**src/rtl/cpu_selftest_sequencer_pkg.sv**
```systemverilog
// Shared types and helpers for the CPU self-test sequencer.
package cpu_selftest_sequencer_pkg;

  typedef enum logic [2:0] {
    ST_IDLE = 3'd0,
    ST_RST  = 3'd1,
    ST_RUN  = 3'd2,
    ST_READ = 3'd3,
    ST_CMP  = 3'd4,
    ST_DONE = 3'd5
  } state_t;

  // Width of a test index; a single test still needs a 1-bit select.
  function automatic int sel_width(input int n);
    return (n > 1) ? $clog2(n) : 1;
  endfunction

endpackage

```
**src/rtl/cpu_selftest_sequencer_if.sv**
```systemverilog
// Sequencer <-> cpu/rom/ram cluster: reset, program select, halt and debug read port.
interface cpu_selftest_sequencer_if #(
  parameter int SEL_W   = 1,
  parameter int DATA_W  = 32,
  parameter int RADDR_W = 5
);
  logic               cpu_reset_n;
  logic [SEL_W-1:0]   prog_sel;
  logic [RADDR_W-1:0] dbg_rd_addr;
  logic [DATA_W-1:0]  dbg_rd_data;
  logic               cpu_halt;

  modport master (
    output cpu_reset_n, prog_sel, dbg_rd_addr,
    input  dbg_rd_data, cpu_halt
  );

  modport slave (
    input  cpu_reset_n, prog_sel, dbg_rd_addr,
    output dbg_rd_data, cpu_halt
  );
endinterface

```
**src/rtl/cpu_selftest_sequencer_timer.sv**
```systemverilog
// Saturating phase counter shared by the reset-hold and run-timeout phases.
module cpu_selftest_sequencer_timer #(
  parameter int W = 9
) (
  input  logic         clk,
  input  logic         rst_n,
  input  logic         clr,
  input  logic         en,
  input  logic [W-1:0] limit,
  output logic [W-1:0] cnt,
  output logic         tc
);

  // Count enabled cycles from zero, stopping at the limit; clr wins so each phase starts clean
  always_ff @(posedge clk or negedge rst_n) begin
    if (!rst_n)                    cnt <= '0;
    else if (clr)                  cnt <= '0;
    else if (en && cnt != limit)   cnt <= cnt + W'(1);
  end

  // Terminal count: this enabled cycle is the limit-th one of the phase
  assign tc = en && ((cnt + W'(1)) == limit);

endmodule

```
**src/rtl/cpu_selftest_sequencer.sv**
```systemverilog
// Runs NUM_TESTS ROM programs back-to-back and records a pass/timeout vector.
//
//   state   | meaning
//   IDLE    | waiting for start, CPU held in reset
//   RST     | prog_sel driven, CPU held in reset for RST_CYCLES
//   RUN     | CPU released, waiting for halt or timeout
//   READ    | debug address presented, CPU left running/halted
//   CMP     | debug data compared, advance to next test or finish
//   DONE    | as IDLE, with done raised
module cpu_selftest_sequencer
  import cpu_selftest_sequencer_pkg::*;
#(
  parameter int NUM_TESTS      = 2,
  parameter int DATA_W         = 32,
  parameter int RADDR_W        = 5,
  parameter int TIMEOUT_CYCLES = 500,
  parameter int RST_CYCLES     = 4,
  localparam int SEL_W = sel_width(NUM_TESTS),
  localparam int CNT_W = $clog2(TIMEOUT_CYCLES + 1)
) (
  input  logic                          clk,
  input  logic                          reset_n,
  input  logic                          start,
  input  logic [NUM_TESTS*DATA_W-1:0]   exp_values,
  input  logic [NUM_TESTS*RADDR_W-1:0]  chk_regs,
  cpu_selftest_sequencer_if.master      cpu,
  output logic                          busy,
  output logic                          done,
  output logic [NUM_TESTS-1:0]          pass_mask,
  output logic [NUM_TESTS-1:0]          timeout_mask,
  output logic [CNT_W-1:0]              last_cycles
);

  // One timer serves both phases, so it is sized for the longer of the two limits.
  localparam int TW = $clog2(((RST_CYCLES > TIMEOUT_CYCLES) ? RST_CYCLES : TIMEOUT_CYCLES) + 1);
  localparam logic [SEL_W-1:0] LAST_IDX = SEL_W'(NUM_TESTS - 1);

  state_t             state, nxt;
  logic [SEL_W-1:0]   idx;
  logic [TW-1:0]      tmr_cnt, tmr_limit;
  logic               tmr_tc, tmr_en, tmr_clr;
  logic               run_exit;
  logic [DATA_W-1:0]  exp_arr [NUM_TESTS];
  logic [RADDR_W-1:0] chk_arr [NUM_TESTS];

  for (genvar i = 0; i < NUM_TESTS; i++) begin : g_unpack
    assign exp_arr[i] = exp_values[i*DATA_W +: DATA_W];
    assign chk_arr[i] = chk_regs[i*RADDR_W +: RADDR_W];
  end

  assign tmr_limit = (state == ST_RST) ? TW'(RST_CYCLES) : TW'(TIMEOUT_CYCLES);
  assign tmr_en    = (state == ST_RST) || (state == ST_RUN);
  assign tmr_clr   = (nxt != state);
  assign run_exit  = cpu.cpu_halt || tmr_tc;

  cpu_selftest_sequencer_timer #(.W(TW)) u_timer (
    .clk   (clk),
    .rst_n (reset_n),
    .clr   (tmr_clr),
    .en    (tmr_en),
    .limit (tmr_limit),
    .cnt   (tmr_cnt),
    .tc    (tmr_tc)
  );

  // State register
  always_ff @(posedge clk or negedge reset_n) begin
    if (!reset_n) state <= ST_IDLE;
    else          state <= nxt;
  end

  // Next-state logic; start is only looked at while idle or done, so a sweep cannot be aborted
  always_comb begin
    nxt = state;
    case (state)
      ST_IDLE, ST_DONE: if (start) nxt = ST_RST;
      ST_RST:           if (tmr_tc) nxt = ST_RUN;
      ST_RUN:           if (run_exit) nxt = ST_READ;
      ST_READ:          nxt = ST_CMP;
      ST_CMP:           nxt = (idx == LAST_IDX) ? ST_DONE : ST_RST;
      default:          nxt = ST_IDLE;
    endcase
  end

  // Outputs decoded from state; CPU stays out of reset through READ/CMP so its registers survive
  always_comb begin
    cpu.cpu_reset_n = 1'b0;
    cpu.dbg_rd_addr = '0;
    busy            = 1'b0;
    done            = 1'b0;
    case (state)
      ST_RST:  busy = 1'b1;
      ST_RUN:  begin busy = 1'b1; cpu.cpu_reset_n = 1'b1; end
      ST_READ: begin busy = 1'b1; cpu.cpu_reset_n = 1'b1; cpu.dbg_rd_addr = chk_arr[idx]; end
      ST_CMP:  begin busy = 1'b1; cpu.cpu_reset_n = 1'b1; end
      ST_DONE: done = 1'b1;
      default: ;
    endcase
  end

  assign cpu.prog_sel = idx;

  // Per-test bookkeeping: index, run length, timeout and pass flags
  always_ff @(posedge clk or negedge reset_n) begin
    if (!reset_n) begin
      idx          <= '0;
      pass_mask    <= '0;
      timeout_mask <= '0;
      last_cycles  <= '0;
    end else begin
      case (state)
        ST_IDLE, ST_DONE: begin
          if (start) begin
            idx          <= '0;
            pass_mask    <= '0;
            timeout_mask <= '0;
          end
        end
        ST_RUN: begin
          if (run_exit) begin
            last_cycles <= CNT_W'(tmr_cnt + TW'(1));
            // halt in the same cycle as the limit counts as a clean halt
            if (!cpu.cpu_halt) timeout_mask[idx] <= 1'b1;
          end
        end
        ST_CMP: begin
          pass_mask[idx] <= (cpu.dbg_rd_data == exp_arr[idx]) && !timeout_mask[idx];
          if (idx != LAST_IDX) idx <= idx + SEL_W'(1);
        end
        default: ;
      endcase
    end
  end

endmodule

```
**src/flat_wrapper.sv**
```systemverilog
// flat-port wrapper written by rule: the top's interface ports become plain ports
module cpu_selftest_sequencer_flat import cpu_selftest_sequencer_pkg::*;
#(
  parameter int NUM_TESTS      = 2,
  parameter int DATA_W         = 32,
  parameter int RADDR_W        = 5,
  parameter int TIMEOUT_CYCLES = 500,
  parameter int RST_CYCLES     = 4,
  localparam int SEL_W = sel_width(NUM_TESTS),
  localparam int CNT_W = $clog2(TIMEOUT_CYCLES + 1)
)
  (clk, reset_n, start, exp_values, chk_regs, busy, done, pass_mask, timeout_mask, last_cycles, cpu_cpu_reset_n, cpu_prog_sel, cpu_dbg_rd_addr, cpu_dbg_rd_data, cpu_cpu_halt);
  cpu_selftest_sequencer_if #(.SEL_W(1), .DATA_W(DATA_W), .RADDR_W(RADDR_W)) cpu_i ();
  input  logic clk;
  input  logic reset_n;
  input  logic start;
  input  logic [NUM_TESTS*DATA_W-1:0] exp_values;
  input  logic [NUM_TESTS*RADDR_W-1:0] chk_regs;
  output logic busy;
  output logic done;
  output logic [NUM_TESTS-1:0] pass_mask;
  output logic [NUM_TESTS-1:0] timeout_mask;
  output logic [CNT_W-1:0] last_cycles;
  output wire logic [$bits(cpu_i.cpu_reset_n)-1:0] cpu_cpu_reset_n;
  output wire logic [$bits(cpu_i.prog_sel)-1:0] cpu_prog_sel;
  output wire logic [$bits(cpu_i.dbg_rd_addr)-1:0] cpu_dbg_rd_addr;
  input wire logic [$bits(cpu_i.dbg_rd_data)-1:0] cpu_dbg_rd_data;
  input wire logic [$bits(cpu_i.cpu_halt)-1:0] cpu_cpu_halt;
  assign cpu_cpu_reset_n = cpu_i.cpu_reset_n;
  assign cpu_prog_sel = cpu_i.prog_sel;
  assign cpu_dbg_rd_addr = cpu_i.dbg_rd_addr;
  assign cpu_i.dbg_rd_data = cpu_dbg_rd_data;
  assign cpu_i.cpu_halt = cpu_cpu_halt;
  cpu_selftest_sequencer #(.NUM_TESTS(NUM_TESTS), .DATA_W(DATA_W), .RADDR_W(RADDR_W), .TIMEOUT_CYCLES(TIMEOUT_CYCLES), .RST_CYCLES(RST_CYCLES)) u_core (.clk(clk), .reset_n(reset_n), .start(start), .exp_values(exp_values), .chk_regs(chk_regs), .cpu(cpu_i), .busy(busy), .done(done), .pass_mask(pass_mask), .timeout_mask(timeout_mask), .last_cycles(last_cycles));
endmodule
```
**config.mk**
```make
export PLATFORM = sky130hd
export DESIGN_NAME = cpu_selftest_sequencer_flat
export DESIGN_NICKNAME = d
export VERILOG_FILES = /design/src/rtl/cpu_selftest_sequencer_pkg.sv /design/src/rtl/cpu_selftest_sequencer_if.sv /design/src/rtl/cpu_selftest_sequencer_timer.sv /design/src/rtl/cpu_selftest_sequencer.sv /design/src/flat_wrapper.sv
export SDC_FILE = /design/constraint.sdc
export NUM_CORES = 1
export LEC_CHECK = 0
export ABC_AREA = 0
export CORE_MARGIN = 3
export CORE_UTILIZATION = 36
export CTS_CLUSTER_DIAMETER = 60
export CTS_CLUSTER_SIZE = 25
export DETAILED_ROUTE_END_ITERATION = 10
export PLACE_DENSITY = 0.75
export SYNTH_ARGS = -nofsm -noshare
export SYNTH_HDL_FRONTEND = slang
export SYNTH_SLANG_ARGS = --single-unit
```
**constraint.sdc**
```tcl
create_clock -name clk -period 2.4 [get_ports clk]
set_input_delay 0.48 -clock clk [delete_from_list [all_inputs] [get_ports clk]]
set_output_delay 0.48 -clock clk [all_outputs]
set_load 0.01 [all_outputs]
```
Word-level counts from Yosys, hierarchy flattened
Cells that the tools add are included.

storage, ports and cells
  logic and storage cells = 73
  output and inout port bits = 22
  flip-flop bits (word level) = 26
  input bits = 110

operators by class
  $lt $le $gt $ge = 3
  multiplexer cells = 31
  $add $sub $neg = 2
  reductions and logical operators = 17
  eq/ne operators = 12
  bitwise logic cells = 2

operator list
  operator                                                                number
  32-bit two-way mux                                                      3
  32-bit equality test                                                    1
  9-bit two-way mux                                                       3
  5-bit two-way mux                                                       4
  3-bit one-hot mux with 5 select lines                                   1
  3-bit two-way mux                                                       4
  9-bit by 1-bit adder with 9-bit output (second input constant)          1
  9-bit equality test                                                     1
  9-bit != test                                                           1
  1-bit two-way mux                                                       8
  2-bit one-hot mux with 2 select lines                                   2
  3-bit by 2-bit equality test with 1-bit output (second input constant)  2
  3-bit equality test (second input constant)                             2
  2-bit two-way mux                                                       3
  2-bit nonzero test                                                      3
  1-bit logical AND                                                       4
  2-bit != test (second input constant)                                   2
  2-bit AND reduction                                                     2
  4-bit AND reduction                                                     1
  4-bit OR reduction                                                      1
  3-bit by 1-bit equality test with 1-bit output (second input constant)  1
  3-bit logical NOT                                                       1
  3-bit != test                                                           1
  3-bit OR reduction                                                      1
  other kinds (13)                                                        14

Longest topological paths before layout
Gate-level depths: netlist of the first run.

  depth after elaboration = 9
  gate-level depth with buffers = 10

Cells and area by module
Synthesis of the first run repeated with hierarchy kept, for this count alone.

second synthesis, totals
  cell total of the unflattened synthesis = 274
  area, all modules = 2452.4 µm²

modules (own cells, without submodules)
  module                        sequential area each (µm²)  cells an instance  times used  area an instance (µm²)
  cpu_selftest_sequencer        425.4                       191                1           1692.9
  cpu_selftest_sequencer_timer  225.2                       83                 1           759.5

Worst setup path before layout of the first run
Ideal clock, no wire load.

  path kind = register to register
  start = register u_core.u_timer.cnt[1]
  end = register u_core.last_cycles[3]
  slack = -6 ps
  arrival time = 2281 ps
  cell stages (with the launch flop) = 10
  required time = 2275 ps
  cell sequence = dfrtp_1 ha_1 and3_1 buf_2 nor4b_1 a21oi_1 a2111oi_4 or2_1 buf_6 mux2_4

on the way
  word-level cells in the longest chain between the ends = 5

ends and longest elaborated chain
  element                                     RTL line                                                           RTL
  start, declared                             cpu_selftest_sequencer_timer.sv:10                                 output logic [W-1:0] cnt,
  start signal, assigned                      cpu_selftest_sequencer_timer.sv:18                                 else if (en && cnt != limit) cnt <= cnt + W'(1);
  9-bit by 1-bit adder with 9-bit output (*)  cpu_selftest_sequencer_timer.sv:22, cpu_selftest_sequencer.sv:121
  9-bit equality test                         cpu_selftest_sequencer_timer.sv:22                                 assign tc = en && ((cnt + W'(1)) == limit);
  1-bit logical AND                           cpu_selftest_sequencer_timer.sv:22
  1-bit logical OR                            cpu_selftest_sequencer.sv:54                                       assign run_exit = cpu.cpu_halt || tmr_tc;
  2-bit AND reduction (no source line)        -
  end signal, assigned                        cpu_selftest_sequencer.sv:121                                      last_cycles <= CNT_W'(tmr_cnt + TW'(1));
  end, declared                               cpu_selftest_sequencer.sv:31                                       output logic [CNT_W-1:0] last_cycles

Mark *: on every way between the ends. The rest lies on a longest branch, timed or not.
A chain may end at the register's enable or synchronous reset.

Worst setup path after layout of the first run
  start = register u_core.state[1]
  end = output done

on the way
  word-level cells in the longest chain between the ends = 2

ends and longest elaborated chain
  element                 RTL line                      RTL
  start, declared         cpu_selftest_sequencer.sv:38  state_t state, nxt;
  start signal, assigned  cpu_selftest_sequencer.sv:69  else state <= nxt;
  3-bit equality test     cpu_selftest_sequencer.sv:91  case (state)
  1-bit two-way mux       cpu_selftest_sequencer.sv:91
  end, declared           flat_wrapper.sv:20            output logic done;

No other way between the ends.

==> impl_metrics.toml, run 1 <==
[drt]
drtIter0Drc = 131
vias_per_cell = 5.15
route.detailed.drc = 0
drt.antenna.violating_nets = 0
wl_per_cell_um = 16.7
routed_wl_mm = 8.25
first_pass_iters = 4
vias = 2543

[critical_path]
critPathKind = "reg -> out"
end_kind = "output pin"
r2r-start = "u_core.u_timer.cnt[0]"
worst_r2r_endpoint = "u_core.u_timer.cnt[8]"
path_cells = "buf_4, nor2b_1, and2_1, clkdlybuf4s50_1"
critPathMaxStageDelay_ns = 0.54
worstPathRequired_ns = 1.92
r2r_setup_slack_ns = 0.09
rr_worst_depth = 8
startpoint_type = "flop"
cp.arrival_ns = 1.83
critPathSlowestCell = "clkdlybuf4s50_1"
worst-path-max-fanout = 6

[placement]
postPlaceCellArea_um2 = 3930
port_buffers = 131
gp_congestion = 0.848
dp.cells = 482
dp_hpwl_mm = 6.75

[sta]
hold_viol = 0
fin_crit_sh_pct = 96.3
setup-violations-final = 0
max_clock_freq_mhz = 433
max_slew_margin_pct = 70.4
final.setup_skew_ns = 0.00571
worst_slew_pin_slew_ns = 0.438
min_period_ns = 2.31
drv_slew = 0

[worst_hold_path]
holdCritPathClass = "reg -> reg"
holdPathEnd = "u_core.pass_mask[0]"
min_from = "u_core.pass_mask[0]"
hold_depth = 1

[synthesis]
ys_seq_elements = 26
syn_nets = 386
avgSynthCellArea_um2 = 9.03
synth_simple_gate_area_share_pct = 21.8
ys_types = 49
postSynthCellCount = 273
muxShareOfSynthArea_pct = 17.3
seq_area_frac_synth_pct = 26.4
synth_top_family_by_area = "simple AND/OR/NAND/NOR gates"
ys_warn_count = 0
synth-main-ff-cell = "dfrtp_1"
yosys.area_share.xor_xnor_pct = 16.7
synth_edf_count = 0
synth_fa_ha_area_share_pct = 1.52
synth-compound-area-share_pct = 10.6
async_reset_ff_share_pct = 100
netlist_area_um2 = 2470

[finish]
fillers = 528
design_area_um2 = 4110
syn2layout_area_growth_pct = 66.7
multi_input_area_um2 = 1730
fin_cells = 494
finalNetCount = 531
n_antenna_cell = 0
final_core_util_pct = 63.3
final_cell_mix = "clkdlybuf4s50_1, xnor2_1, mux2i_1"
drive_above_1_share_pct = 16.8
mostFrequentLayoutCell = "clkdlybuf4s50_1"
regArea_um2 = 658

[clock_tree]
clk_latency_ns = 0.27
path_clk_slew_ns = 0.09
htree_levels = 1
cts.sinks = 26
cts_tree = "done"
clock_path_buffers = 2
root_buffer = "clkbuf_8"
postCtsHoldBufs = 0
cts_buffers = 3

[pwr]
power_w = 0.00298
p_leak_nw = 1.50
p_per_area_nw_per_um2 = 725
ir_drop_v = 0.000474
p_sw_share_pct = 39.9
power.switching_w = 0.00119
p_clk_share_pct = 9.7
p_int_w = 0.00179
combPwrFrac_pct = 67.1
p_seq_share_pct = 23.1

[grt]
grt_max_degree = 27
grt_usage_pct = 19.6
grt_pass1_vias = 2399
grt_pass1_wl_mm = 11.9
gr-total-overflow = 0
antenna_found_initial = 0

[die]
die_x_um = 88.8
start_util_pct = 38.0
die_area_um2 = 7880
core_um2 = 6490
io_pins = 132
dieHeight_um = 88.8
rows = 29

[status]
outcome = "complete, no violations"

[run]
cap_violations = 0
kinds of logic after synthesis:
group,count (synthesis)
adders and majority gates,3
buffers and inverters,23
DFF,26
and+or+nand+nor,97
muxes,41
AOI/OAI and AO/OA,36
xor gates and xnor gates,47
how the worst max path moves through the flow:
stage	startpoint	endpoint	depth (start not counted)
floorplan	u_core.u_timer.cnt[1]	u_core.last_cycles[3]	9
CTS	u_core.u_timer.cnt[1]	u_core.u_timer.cnt[7]	8
global placement	exp_values[49]	u_core.pass_mask[1]	7
detailed placement	u_core.u_timer.cnt[1]	u_core.u_timer.cnt[7]	8
finish	u_core.state[1]	done	4
global route	u_core.u_timer.cnt[6]	u_core.u_timer.cnt[8]	8
critical path, delay by kind of cell, from the launching register on:
kind | cells | cell delay, ns
flops | 1 | 0.46
buf+inv | 2 | 0.69
simple gates | 2 | 0.41
repair_timing:
action / 4_1_cts / 5_1_grt
buffers inserted: 1 / 7
pin swaps: 0 / 4
resized for setup: 4 / 17
gates cloned: 0 / 0
endpoints found under the setup margin: 6 / 22
sequential cells by signal (all words and copies together) (netlist names):
| name | flops |
|---|---|
| u_core.last_cycles | 9 |
| u_core.cpu.prog_sel | 1 |
| u_core.pass_mask | 2 |
| u_core.state | 3 |
| u_core.timeout_mask | 2 |
| u_core.u_timer.cnt | 9 |
routing by layer:
layer  wire (um)  global-route usage (%)  vias up  part of all wire, %
met3         671                    3.07       13                  8.1
met4         132                    4.67        0                  1.6
met5           0                       0        -                    0
li1            -                       -     1253                    -
met1        3300                    23.0     1183                   40
met2        4140                    36.7       94                   50
power by group through the flow:
stage                     Sequential, W  Clock, W  Combinational, W
after floorplan                0.000685         0           0.00119
after global placement         0.000696         0           0.00189
after detailed placement       0.000699         0           0.00189
after CTS                      0.000682  0.000291           0.00194
after global routing           0.000709  0.000310           0.00216
final                          0.000689  0.000290           0.00200
cell usage after synthesis (3+ instances only):
cell type	n	area, um2
inv_1	7	26.3
dfrtp_1	26	651
nor2_1	13	48.8
ha_1	3	37.5
mux2i_1	38	380
nor2_2	12	75.1
nor3_1	11	55.1
a31oi_1	4	25.0
nand3_1	7	35.0
nand2_1	20	75.1
buf_6	4	45.0
mux2_4	3	45.0
nor4_1	8	50.1
buf_4	5	37.5
xnor2_1	41	359
nand4_1	6	37.5
xor2_1	6	52.6
o21ai_0	6	30.0
buf_2	6	30.0
a21oi_1	11	55.1
nand2b_1	3	18.8
area by class of cell:
class                           count  area share [%]
Tap cell                           77            2.34
Timing Repair Buffer              156            37.5
Sequential cell                    26            16.0
Multi-Input combinational cell    224            42.1
Clock buffer                        4            1.34
Inverter                            7           0.639
per-stage QoR:
stage,setup TNS [ns],hold WS [ns],setup slack [ns]
global route,-0.381,0.542,-0.0470
floorplan,0,0.184,0.0386
detailed placement,0,0.498,0.0337
global placement,0,0.491,0.0598
CTS,0,0.523,0.00158
finish,0,0.525,0.0884
Note: power is estimated with default switching activity, not from simulation.
==> run 2: changes to the inputs <==
--- a/config.mk
+++ b/config.mk
@@ -7,11 +7,11 @@
 export LEC_CHECK = 0
 export ABC_AREA = 0
 export CORE_MARGIN = 3
-export CORE_UTILIZATION = 36
+export CORE_UTILIZATION = 40
 export CTS_CLUSTER_DIAMETER = 60
 export CTS_CLUSTER_SIZE = 25
 export DETAILED_ROUTE_END_ITERATION = 10
-export PLACE_DENSITY = 0.75
+export PLACE_DENSITY = 0.79
 export SYNTH_ARGS = -nofsm -noshare
 export SYNTH_HDL_FRONTEND = slang
 export SYNTH_SLANG_ARGS = --single-unit
==> constraint.sdc (replaced) <==
create_clock -name clk -period 2.6 [get_ports clk]
set_input_delay 0.52 -clock clk [delete_from_list [all_inputs] [get_ports clk]]
set_output_delay 0.52 -clock clk [all_outputs]
set_load 0.01 [all_outputs]
==> run 2 against run 1 <==
  * Sequential share of layout area is 0.70 points higher
  * Final cell count is 4.0% lower
  * Highest routed layer unchanged
  * Clock power grew 17%
  * Via count fell by 3.6%
  * Clock skew decreased by 0.0017 ns
  * Clock-buffer cell count shrank 1
  * Setup slack is essentially flat
  * Sequential power up 2%
  * Routed wire length increased by 2.0%
  * Design area decreased by 4.6%
  * Flip-flop and latch count stayed put
  * Core utilization increased by 5.0 points
==> impl_metrics.toml, run 2 (synthesis gave the netlist of run 1 again) <==
[clock_tree]
clock_path_buffers = 2
cts_setup_buffers = 0
cts_tree = "done"
htree_levels = 1
root_buffer = "clkbuf_8"
postCtsHoldBufs = 0
cts_buffers = 3
path_clk_slew_ns = 0.09
clk_latency_ns = 0.27
cts.sinks = 26

[worst_hold_path]
holdPathEnd = "u_core.pass_mask[0]"
holdCritPathClass = "reg -> reg"
min_from = "u_core.pass_mask[0]"
hold_depth = 1

[grt]
gr-total-overflow = 0
grt_pass1_wl_mm = 13.2
antenna_found_initial = 0
grt_max_degree = 27
grt_pass1_vias = 2413
grt_usage_pct = 23.2

[die]
start_util_pct = 42.9
die_area_um2 = 7140
core_um2 = 5740
die_x_um = 84.5
io_pins = 132
dieHeight_um = 84.5
rows = 27

[drt]
vias = 2452
routed_wl_mm = 8.41
vias_per_cell = 5.17
drtIter0Drc = 91
route.detailed.drc = 0
wl_per_cell_um = 17.7
first_pass_iters = 4
drt.antenna.violating_nets = 0

[pwr]
p_leak_nw = 1.42
p_sw_share_pct = 40.4
ir_drop_v = 0.000406
power_w = 0.00266
p_clk_share_pct = 12.7
p_seq_share_pct = 26.3
p_int_w = 0.00159
combPwrFrac_pct = 61.0
p_per_area_nw_per_um2 = 679
power.switching_w = 0.00108

[critical_path]
r2r-start = "u_core.u_timer.cnt[0]"
r2r_setup_slack_ns = 0.23
end_kind = "output pin"
critPathKind = "reg -> out"
startpoint_type = "flop"
worst_r2r_endpoint = "u_core.last_cycles[5]"
rr_worst_depth = 7
cp.arrival_ns = 1.99
worstPathRequired_ns = 2.08
worst-path-max-fanout = 15

[placement]
dp_hpwl_mm = 6.98
gp_congestion = 0.887
port_buffers = 131
dp.cells = 470
postPlaceCellArea_um2 = 3840

[finish]
finalNetCount = 516
fin_cells = 474
n_antenna_cell = 0
top_regs = "u_core.last_cycles x9, u_core.u_timer.cnt x9, u_core.state x3"
design_area_um2 = 3920
drive_above_1_share_pct = 11.2
fillers = 472
syn2layout_area_growth_pct = 59.1
final_cell_mix = "clkdlybuf4s50_1, xnor2_1, mux2i_1"
mostFrequentLayoutCell = "clkdlybuf4s50_1"

[status]
outcome = "complete, no violations"

[sta]
min_period_ns = 2.51
max_clock_freq_mhz = 398
totalNegativeSetupSlack_ns = 0
max_slew_margin_pct = 49.0
fin_crit_sh_pct = 96.6
final.setup_skew_ns = 0.00399
drv_slew = 0
rsz0062_at_grt = "false"
setup-violations-final = 0
worst_slew_pin_slew_ns = 0.766
hold_viol = 0

[run]
cap_violations = 0
## run 2: cell count changes in the layout (fill, tap and decap cells not counted), moves of 2 or more
cell / delta
a21oi_1: +2
dfrtp_2: -2
a21oi_2: -2
buf_4: -12
buf_12: -2
dfrtp_1: +2
## run 2: repair_timing
action / in CTS / in global routing
endpoints found under the hold margin: 0 / 0
resized for setup: 2 / 3
endpoints found under the setup margin: 6 / 19
## run 2: worst max path at each step
stage,from,endpoint,slack [ns]
after global routing,u_core.state[2],busy,0.01
after CTS,u_core.state[0],cpu_dbg_rd_addr[4],0.03
after floorplan,u_core.u_timer.cnt[1],u_core.last_cycles[3],0.19
final,u_core.state[2],busy,0.09
after detailed placement,exp_values[47],u_core.pass_mask[1],0.20
after global placement,u_core.u_timer.cnt[0],u_core.last_cycles[1],0.27
## run 2: metal layers
layer  track usage (%)  wire length [um]
met2              42.0              4420
met4              4.46                95
met1              29.7              3440
met5                 0                 0
met3              2.94               449
## run 2: worst max-delay path, cell delays in order, from the launching register on
cell,delay (ns)
dfrtp_2,0.52
nor2b_1,0.19
nand2_1,0.11
o21ai_0,0.10
or2_2,0.31
clkdlybuf4s50_1,0.49
## run 2: stage by stage
step	hold WS, ns	util, %	worst slack [ns]
2_1_floorplan	0.224	-	0.194
3_3_place_gp	0.485	66.9	0.273
3_5_place_dp	0.487	66.9	0.195
4_1_cts	0.514	68.2	0.0300
5_1_grt	0.523	68.3	0.0126
6_report	0.515	68.3	0.0880
## run 2: cell type report
type / instances / area, um2 / share of cell area [%]
sequential: 26 / 656 / 16.7
clock buffer: 3 / 41.3 / 1.05
timing repair buffer: 141 / 1400 / 35.7
inverter: 7 / 26.3 / 0.670
tap: 72 / 90.1 / 2.30
clock inverter: 1 / 30.0 / 0.765
multi-input combinational: 224 / 1680 / 42.9
## run 2: power by group through the flow
| stage | registers, W | logic [W] | clock network, W |
|---|---|---|---|
| global route | 0.000721 | 0.00176 | 0.000353 |
| finish | 0.000700 | 0.00162 | 0.000339 |
| detailed placement | 0.000701 | 0.00161 | 0 |
| floorplan | 0.000632 | 0.00110 | 0 |
| global placement | 0.000697 | 0.00158 | 0 |
| CTS | 0.000697 | 0.00162 | 0.000344 |
